File: src/rtl/regfile_pkg.sv
// -----------------------------------------------------------------------------
// regfile_pkg
// Shared definitions for the bypassing register file.
//   DefDataW / DefAddrW : default register width and register address width
//   regAddrT            : register address sized from DefAddrW
//   dataWordT           : data word sized from DefDataW
// -----------------------------------------------------------------------------
package regfile_pkg;

   localparam int DefDataW = 16;
   localparam int DefAddrW = 4;

   typedef logic [DefAddrW-1:0] regAddrT;
   typedef logic [DefDataW-1:0] dataWordT;

endpackage

File: src/rtl/regfile_rd_port.sv
// -----------------------------------------------------------------------------
// regfile_rd_port
// One read port of the register file: chooses between the zero register, the
// two write ports (forwarding) and the stored value, then optionally registers
// the result.
//   clk, rst             : clock and asynchronous active-high reset
//   rdEn                 : capture enable, only meaningful when RD_LAT = 1
//   rdAddr               : address being read
//   storedData           : current array contents at rdAddr
//   wrEn0/wrAddr0/wrData0: write port 0 as seen this cycle
//   wrEn1/wrAddr1/wrData1: write port 1 as seen this cycle
//   rdData               : read result
// -----------------------------------------------------------------------------
module regfile_rd_port
   import regfile_pkg::*;
#(
   parameter int DATA_W  = DefDataW,
   parameter int ADDR_W  = DefAddrW,
   parameter int ZERO_R0 = 0,
   parameter int BYPASS  = 1,
   parameter int RD_LAT  = 0
) (
   input  logic              clk,
   input  logic              rst,
   input  logic              rdEn,
   input  logic [ADDR_W-1:0] rdAddr,
   input  logic [DATA_W-1:0] storedData,
   input  logic              wrEn0,
   input  logic [ADDR_W-1:0] wrAddr0,
   input  logic [DATA_W-1:0] wrData0,
   input  logic              wrEn1,
   input  logic [ADDR_W-1:0] wrAddr1,
   input  logic [DATA_W-1:0] wrData1,
   output logic [DATA_W-1:0] rdData
);

   logic [DATA_W-1:0] readValue;

   // Select the value this port should see. The zero register always wins and
   // is never forwarded. Port 1 is checked before port 0 because port 1 is the
   // one that lands in the array when both write the same register, so the
   // forwarded value always matches what the array will hold after the edge.
   always_comb begin
      readValue = storedData;
      if ((ZERO_R0 != 0) && (rdAddr == '0)) begin
         readValue = '0;
      end else if ((BYPASS != 0) && wrEn1 && (wrAddr1 == rdAddr)) begin
         readValue = wrData1;
      end else if ((BYPASS != 0) && wrEn0 && (wrAddr0 == rdAddr)) begin
         readValue = wrData0;
      end
   end

   generate
      if (RD_LAT == 1) begin : gRegistered
         logic [DATA_W-1:0] rdDataQ;

         // Registered read: capture only when enabled so the output holds its
         // last value even if the register behind it is rewritten meanwhile.
         always_ff @(posedge clk or posedge rst) begin
            if (rst) begin
               rdDataQ <= '0;
            end else if (rdEn) begin
               rdDataQ <= readValue;
            end
         end

         assign rdData = rdDataQ;
      end else begin : gCombinational
         // Combinational read: clock, reset and enable play no part here.
         logic unusedInputs;
         assign unusedInputs = &{1'b0, clk, rst, rdEn};
         assign rdData       = readValue;
      end
   endgenerate

endmodule

File: src/rtl/regfile_bypass.sv
// -----------------------------------------------------------------------------
// regfile_bypass
// Two-read / two-write register file with same-cycle forwarding, optional
// hardwired zero register and optional registered read ports.
//   clk, rst                  : clock and asynchronous active-high reset
//   rd_en                     : read capture enable (registered reads only)
//   rd_addr1 / rd_data1       : read port 1
//   rd_addr2 / rd_data2       : read port 2
//   wr_en0/wr_addr0/wr_data0  : write port 0 (lower priority)
//   wr_en1/wr_addr1/wr_data1  : write port 1 (wins on same-address conflict)
// -----------------------------------------------------------------------------
module regfile_bypass
   import regfile_pkg::*;
#(
   parameter int DATA_W  = DefDataW,
   parameter int ADDR_W  = DefAddrW,
   parameter int ZERO_R0 = 0,
   parameter int BYPASS  = 1,
   parameter int RD_LAT  = 0
) (
   input  logic              clk,
   input  logic              rst,
   input  logic              rd_en,
   input  logic [ADDR_W-1:0] rd_addr1,
   input  logic [ADDR_W-1:0] rd_addr2,
   output logic [DATA_W-1:0] rd_data1,
   output logic [DATA_W-1:0] rd_data2,
   input  logic              wr_en0,
   input  logic [ADDR_W-1:0] wr_addr0,
   input  logic [DATA_W-1:0] wr_data0,
   input  logic              wr_en1,
   input  logic [ADDR_W-1:0] wr_addr1,
   input  logic [DATA_W-1:0] wr_data1
);

   localparam int NUM_REGS = 2 ** ADDR_W;

   logic [DATA_W-1:0] mem [NUM_REGS];
   logic              commit0;
   logic              commit1;
   logic              zeroHit0;
   logic              zeroHit1;

   // Decide which write ports actually reach the array. Writes aimed at the
   // hardwired zero register are dropped, and port 0 is dropped whenever
   // port 1 targets the same register in the same cycle.
   always_comb begin
      zeroHit0 = (ZERO_R0 != 0) && (wr_addr0 == '0);
      zeroHit1 = (ZERO_R0 != 0) && (wr_addr1 == '0);
      commit1  = wr_en1 && !zeroHit1;
      commit0  = wr_en0 && !zeroHit0 && !(wr_en1 && (wr_addr1 == wr_addr0));
   end

   // Storage array. Reset clears every register at once without waiting for
   // a clock edge; otherwise each surviving write port updates its register.
   always_ff @(posedge clk or posedge rst) begin
      if (rst) begin
         for (int i = 0; i < NUM_REGS; i++) begin
            mem[i] <= '0;
         end
      end else begin
         if (commit0) begin
            mem[wr_addr0] <= wr_data0;
         end
         if (commit1) begin
            mem[wr_addr1] <= wr_data1;
         end
      end
   end

   regfile_rd_port #(
      .DATA_W (DATA_W),
      .ADDR_W (ADDR_W),
      .ZERO_R0(ZERO_R0),
      .BYPASS (BYPASS),
      .RD_LAT (RD_LAT)
   ) uRdPort1 (
      .clk       (clk),
      .rst       (rst),
      .rdEn      (rd_en),
      .rdAddr    (rd_addr1),
      .storedData(mem[rd_addr1]),
      .wrEn0     (wr_en0),
      .wrAddr0   (wr_addr0),
      .wrData0   (wr_data0),
      .wrEn1     (wr_en1),
      .wrAddr1   (wr_addr1),
      .wrData1   (wr_data1),
      .rdData    (rd_data1)
   );

   regfile_rd_port #(
      .DATA_W (DATA_W),
      .ADDR_W (ADDR_W),
      .ZERO_R0(ZERO_R0),
      .BYPASS (BYPASS),
      .RD_LAT (RD_LAT)
   ) uRdPort2 (
      .clk       (clk),
      .rst       (rst),
      .rdEn      (rd_en),
      .rdAddr    (rd_addr2),
      .storedData(mem[rd_addr2]),
      .wrEn0     (wr_en0),
      .wrAddr0   (wr_addr0),
      .wrData0   (wr_data0),
      .wrEn1     (wr_en1),
      .wrAddr1   (wr_addr1),
      .wrData1   (wr_data1),
      .rdData    (rd_data2)
   );

endmodule

File: config.mk
export PLATFORM = sky130hd
export DESIGN_NAME = regfile_bypass
export DESIGN_NICKNAME = d
export VERILOG_FILES = /design/src/rtl/regfile_pkg.sv /design/src/rtl/regfile_rd_port.sv /design/src/rtl/regfile_bypass.sv
export SDC_FILE = /design/constraint.sdc
export NUM_CORES = 1
export LEC_CHECK = 0
export BUFFER_PORTS_ARGS = -buffer_cell sky130_fd_sc_hd__buf_2
export CAP_MARGIN = 5
export CORE_UTILIZATION = 40
export DETAILED_ROUTE_END_ITERATION = 10
export GPL_TIMING_DRIVEN = 0
export PLACE_DENSITY = 0.59
export SLEW_MARGIN = 20
export SYNTH_ARGS = -nofsm -noshare
export SYNTH_HDL_FRONTEND = slang
export SYNTH_SLANG_ARGS = --single-unit
File: constraint.sdc
create_clock -name clk -period 19.3 [get_ports clk]
set_input_delay 2.895 -clock clk [delete_from_list [all_inputs] [get_ports clk]]
set_output_delay 2.895 -clock clk [all_outputs]
set_load 0.05 [all_outputs]
After elaboration in Yosys (flattened, before gate mapping)

Index checks and enable logic that the tools add are counted.

Memory bits (writable): 0
Flip-flop bits (word level): 256
ROM bits: 0
Memories: 0
Logic and storage cells: 58
Latch bits: 0

Multiply operators: 0
Magnitude comparators: 6
Add/sub/neg operators: 0
Bitwise operators: 4
Muxes and demuxes: 18
Shifts and indexed selects: 0
Reduce and logical (&&, ||, !) cells: 9
Equal/unequal tests: 5
Div/mod/pow operators: 0

Operators by type and width:

| operator                                                                     | number |
|---|---|
| 256-bit bitwise mux                                                          | 2 |
| 256-bit 2-to-1 mux                                                           | 2 |
| 16-bit 2-to-1 mux                                                            | 10 |
| 16-bit binary-select mux with 4-bit select                                   | 2 |
| 16-bit demux with 4-bit select                                               | 2 |
| 4-bit equality test                                                          | 5 |
| 5-bit >= comparator, second input constant                                   | 4 |
| 4-bit inverter with 5-bit output                                             | 4 |
| 5-bit by 1-bit less-than comparator with 1-bit output, second input constant | 2 |
| 1-bit logical AND                                                            | 8 |
| 1-bit zero test                                                              | 1 |

Longest topological paths before layout

Word-level depth: 9
Depth in mapped cells: 9
Depth with buffers taken out: 5

Modules after synthesis

From an unflattened synthesis, not the netlist that was laid out.

Cell total of the unflattened synthesis: 2057
Area, all modules: 18660.4 um^2

Modules (own cells, without submodules):

| module          | cells each | area an instance (um^2) | times used | sequential area each (um^2) |
|---|---|---|---|---|
| regfile_bypass  | 1869       | 17219.0                 | 1          | 6406.1 |
| regfile_rd_port | 94         | 720.7                   | 2          | 0.0 |

Worst setup path before layout

Ideal clock, no wire load.

Path type: input to output
Start point: input rd_addr1[1]
End point: output rd_data1[4]
Required time: 16.405 ns
Slack: 11.764 ns
Arrival: 4.641 ns
Stages on the path: 7
Path buffers: 3
Path through: buf_2 > buf_2 > buf_4 > mux4_2 > o21ai_0 > nand4_1 > o221a_1

Word-level cells in the longest chain between the ends: 6
Elaborated cells between the ends (all ways): 10
Those cells by class: eq/ne (2); mux (5); bitwise (1); reduce/logical (2)

Ends and longest elaborated chain:

| what                                                   | RTL line              | text |
|---|---|---|
| from (decl)                                            | regfile_bypass.sv:24  | `input logic [ADDR_W-1:0] rd_addr1,` |
| 4-bit inverter with 5-bit output (implied by the code) | regfile_bypass.sv:82  | `.storedData(mem[rd_addr1]),` |
| 16-bit binary-select mux with 4-bit select             | regfile_bypass.sv:82  |  |
| 16-bit 2-to-1 mux (implied by the code) (2 in a row)   | regfile_bypass.sv:82  |  |
| 16-bit 2-to-1 mux                                      | regfile_rd_port.sv:49 | `end else if ((BYPASS != 0) && wrEn0 && (wrAddr0 == rdAddr)) begin` |
| 16-bit 2-to-1 mux (*)                                  | regfile_rd_port.sv:47 | `end else if ((BYPASS != 0) && wrEn1 && (wrAddr1 == rdAddr)) begin` |
| to (decl)                                              | regfile_bypass.sv:26  | `output logic [DATA_W-1:0] rd_data1,` |

Mark *: on every way between the ends. The rest lies on a longest branch, timed or not. The select of a mux whose other input is x is not followed.

Worst setup path in the final report

Start point: input rd_addr2[3]
End point: output rd_data2[14]

Word-level cells in the longest chain between the ends: 6
Elaborated cells between the ends (all ways): 10
Those cells by class: eq/ne (2); mux (5); bitwise (1); reduce/logical (2)

Ends and longest elaborated chain:

| what                                                   | RTL line              | text |
|---|---|---|
| from (decl)                                            | regfile_bypass.sv:25  | `input logic [ADDR_W-1:0] rd_addr2,` |
| 4-bit inverter with 5-bit output (implied by the code) | regfile_bypass.sv:103 | `.storedData(mem[rd_addr2]),` |
| 16-bit binary-select mux with 4-bit select             | regfile_bypass.sv:103 |  |
| 16-bit 2-to-1 mux (implied by the code) (2 in a row)   | regfile_bypass.sv:103 |  |
| 16-bit 2-to-1 mux                                      | regfile_rd_port.sv:49 |  |
| 16-bit 2-to-1 mux (*)                                  | regfile_rd_port.sv:47 |  |
| to (decl)                                              | regfile_bypass.sv:27  | `output logic [DATA_W-1:0] rd_data2,` |

Marks and branches as above.

==> results by group <==
Status
  • Status: completed

Global route
  • Initial antenna violation count: 3
  • Largest net degree at the start of global routing: 95
  • Vias in the first global route: 14.6k
  • Tot GR Track Use: 0.303
  • Total gr overflow: 0
  • First-pass GRT wire length: 98000 um

Floorplan
  • Initial core utilization: 0.406
  • Top Ports: 85
  • Core Box Area: 43200 um2
  • Chip Width: 211 um
  • Die Y: 211 um
  • Core Rows: 76
  • Die area: 44700 um2

Finish
  • Regs by FF count: mem: 256 flops
  • Largest register FFs: 256
  • Synthesis-to-layout area growth: 11.2%
  • Reg with most FFs: mem
  • Share of cells above drive strength 1: 0.196
  • Final nets: 1810
  • Multi-input gate area: 9840 um2
  • Register Area: 6410 um2
  • Fillers: 4189
  • Layout Utilization: 0.451

STA
  • Clk_skew: 0 ns
  • Rel. slew slack: 0.316
  • Max Clock Freq: 119 MHz
  • RSZ-0062 raised after global routing: false
  • Worst slew pin tran: 1.03 ns
  • Final Hold Fails: 0
  • Final setup viols: 0
  • Worst hold slack: 0.599 ns
  • Max-slew violation count: 0
  • Period utilization: 0.437
  • Setup TNS: 0 ns
  • Min Tclk post-route: 8.43 ns

Drt
  • Drt drc: 0
  • Via count: 14.9k
  • First DRT Iteration DRCs: 1682
  • Drt first pass iters: 5
  • Routed wire length: 67900 um
  • Routed vias/inst: 6.29
  • Post-detailed-route wirelength per cell: 28.6 um
  • DRT antenna net count: 0

Synth
  • Unique masters post-synth: 39
  • Ys Warns: 0
  • Synth top area share: 0.366
  • Netlist area before placement: 17500 um2
  • Synth Instances: 1686
  • Synth area leaders: dfrtp_1, mux2i_1, mux4_2
  • Yosys reg bits: 256
  • Most common cell in the netlist: mux2i_1
  • Primary FF master, synth: dfrtp_1
  • Cell taking the most area after synthesis: dfrtp_1
  • Number of enable flip-flop cells after synthesis: 0
  • Async S/R FF share, synth: 1.00
  • Commonest cells in the netlist: mux2i_1, nor2_1, a21oi_1, dfrtp_1, clkbuf_1
  • Sequential area share after synthesis: 0.366
  • Syn Area/Cell: 10.4 um2
  • Net Count, Synth: 1739

Clocking
  • CTS Buffer Depth: 3
  • Post-cts sizing count: 0
  • CTS tree: done
  • Num CTS Buffers: 31
  • CTS H-Tree Depth: 1
  • Clock Tree Root: clkbuf_16
  • Number of setup buffers added after CTS: 0
  • Worst-path clk slew: 0.06 ns
  • TritonCTS Sinks: 256
  • Worst skew pair latency: 0.58 ns
  • # hold bufs at CTS: 0

Place
  • GP Congestion: 0.960
  • HPWL after DPL: 51000 um
  • I/O Buffers: 36

Setup path
  • Worst flop-to-flop path startpoint: mem[42]
  • WP data arrival: 5.53 ns
  • Startpoint types: primary input
  • R2R depth: 2
  • Maximum fanout along the worst path: 10
  • Worst setup path startpoint: rd_addr2[3]
  • Crit Path Class: in -> out
  • Worst setup EP type: output pin
  • Worst Path Required: 16.41 ns

Power
  • Pwr dens: 103 nW/um2
  • LEAKAGE: 0.00736 uW
  • Worst vdd ir: 87.2 uV

Hold path
  • Min-delay src: mem[179]
  • Hold Crit Class: reg -> reg
  • Hold depth: 2

Job
  • Max-cap viol count: 0
## logic make-up (layout without fill, tap and decap cells)
kind of cell | Yosys count | after routing | share of synthesized area
AOI/OAI and AO/OA | 368 | 368 | 0.131
xor gates and xnor gates | 20 | 20 | 0.0104
buffers and inverters | 207 | 303 | 0.0729
DFF | 256 | 256 | 0.366
muxes | 448 | 448 | 0.327
other | 0 | 3 | 0
and+or+nand+nor | 387 | 387 | 0.0934
## worst paths after layout
| kind | to | slack (ns) |
|---|---|---|
| min in group asynchronous | mem[134] | 2.41 |
| max | rd_data2[14] | 10.87 |
| min reg2reg | mem[179] | 0.60 |
| max reg2reg | mem[42] | 18.50 |
| max in group asynchronous | mem[192] | 15.60 |
| min | mem[179] | 0.60 |
## cell type report
class,instances,area share
plain buffers,205,0.0652
diodes,3,0.000385
flip-flops and latches,256,0.329
multi-input cells,1223,0.505
well taps,585,0.0376
repair buffers,38,0.0121
clock inverters,10,0.00276
clock buffers,48,0.0472
inverters,2,0.000771
## routing by layer
metal  part of all wire  wire [um]  vias to the layer above  track usage
met5            0.00019         13                        -            0
met4              0.030       2070                        2       0.0907
met3              0.099       6750                      145       0.0613
met2               0.45      30400                      895        0.469
met1               0.42      28600                     7540        0.429
li1                   -          -                     6332            -
## placed cells by master, fill, tap and decap left out, types with 5 or more instances in the layout
cell type,count
mux2i_1,320
nor2_1,262
a21oi_1,256
dfrtp_1,256
clkbuf_1,107
mux4_2,96
buf_2,69
nand2_1,54
buf_6,33
nand4_1,33
mux2_2,32
a221oi_1,32
clkbuf_16,31
o221a_2,30
buf_1,24
o21ai_0,23
xor2_1,14
nand3_1,13
buf_12,12
a21oi_4,10
o21ai_1,9
clkinv_2,9
clkbuf_8,8
nor2b_1,6
a21oi_2,6
xnor2_1,5
## power breakdown
| part | internal [uW] | total [uW] | leakage (uW) | switching, uW |
|---|---|---|---|---|
| logic | 294 | 631 | 0.00394 | 337 |
| clock network | 325 | 572 | 0.000490 | 246 |
| registers | 681 | 799 | 0.00294 | 119 |
| total | 1300 | 2000 | 0.00736 | 701 |
## critical path, stage by stage
cell,delay (ns)
buf_2,0.34
buf_1,0.81
mux2i_1,0.20
a221oi_1,0.41
o21ai_0,0.19
nand4_1,0.14
o221a_2,0.26
buf_2,0.28
## stage by stage
step                      instances  total power [uW]  instance area, um2  worst slack, ns
after detailed placement       2309              1420               18500            10.98
after floorplan                1686              1240               17500             9.36
after CTS                      2367              1990               19500            10.96
final                          2370              2000               19500            10.87
after global routing           2367              2080               19500            10.84
after global placement         2307              1400               18400             5.86
No activity file was read; power rests on OpenSTA's default activity.
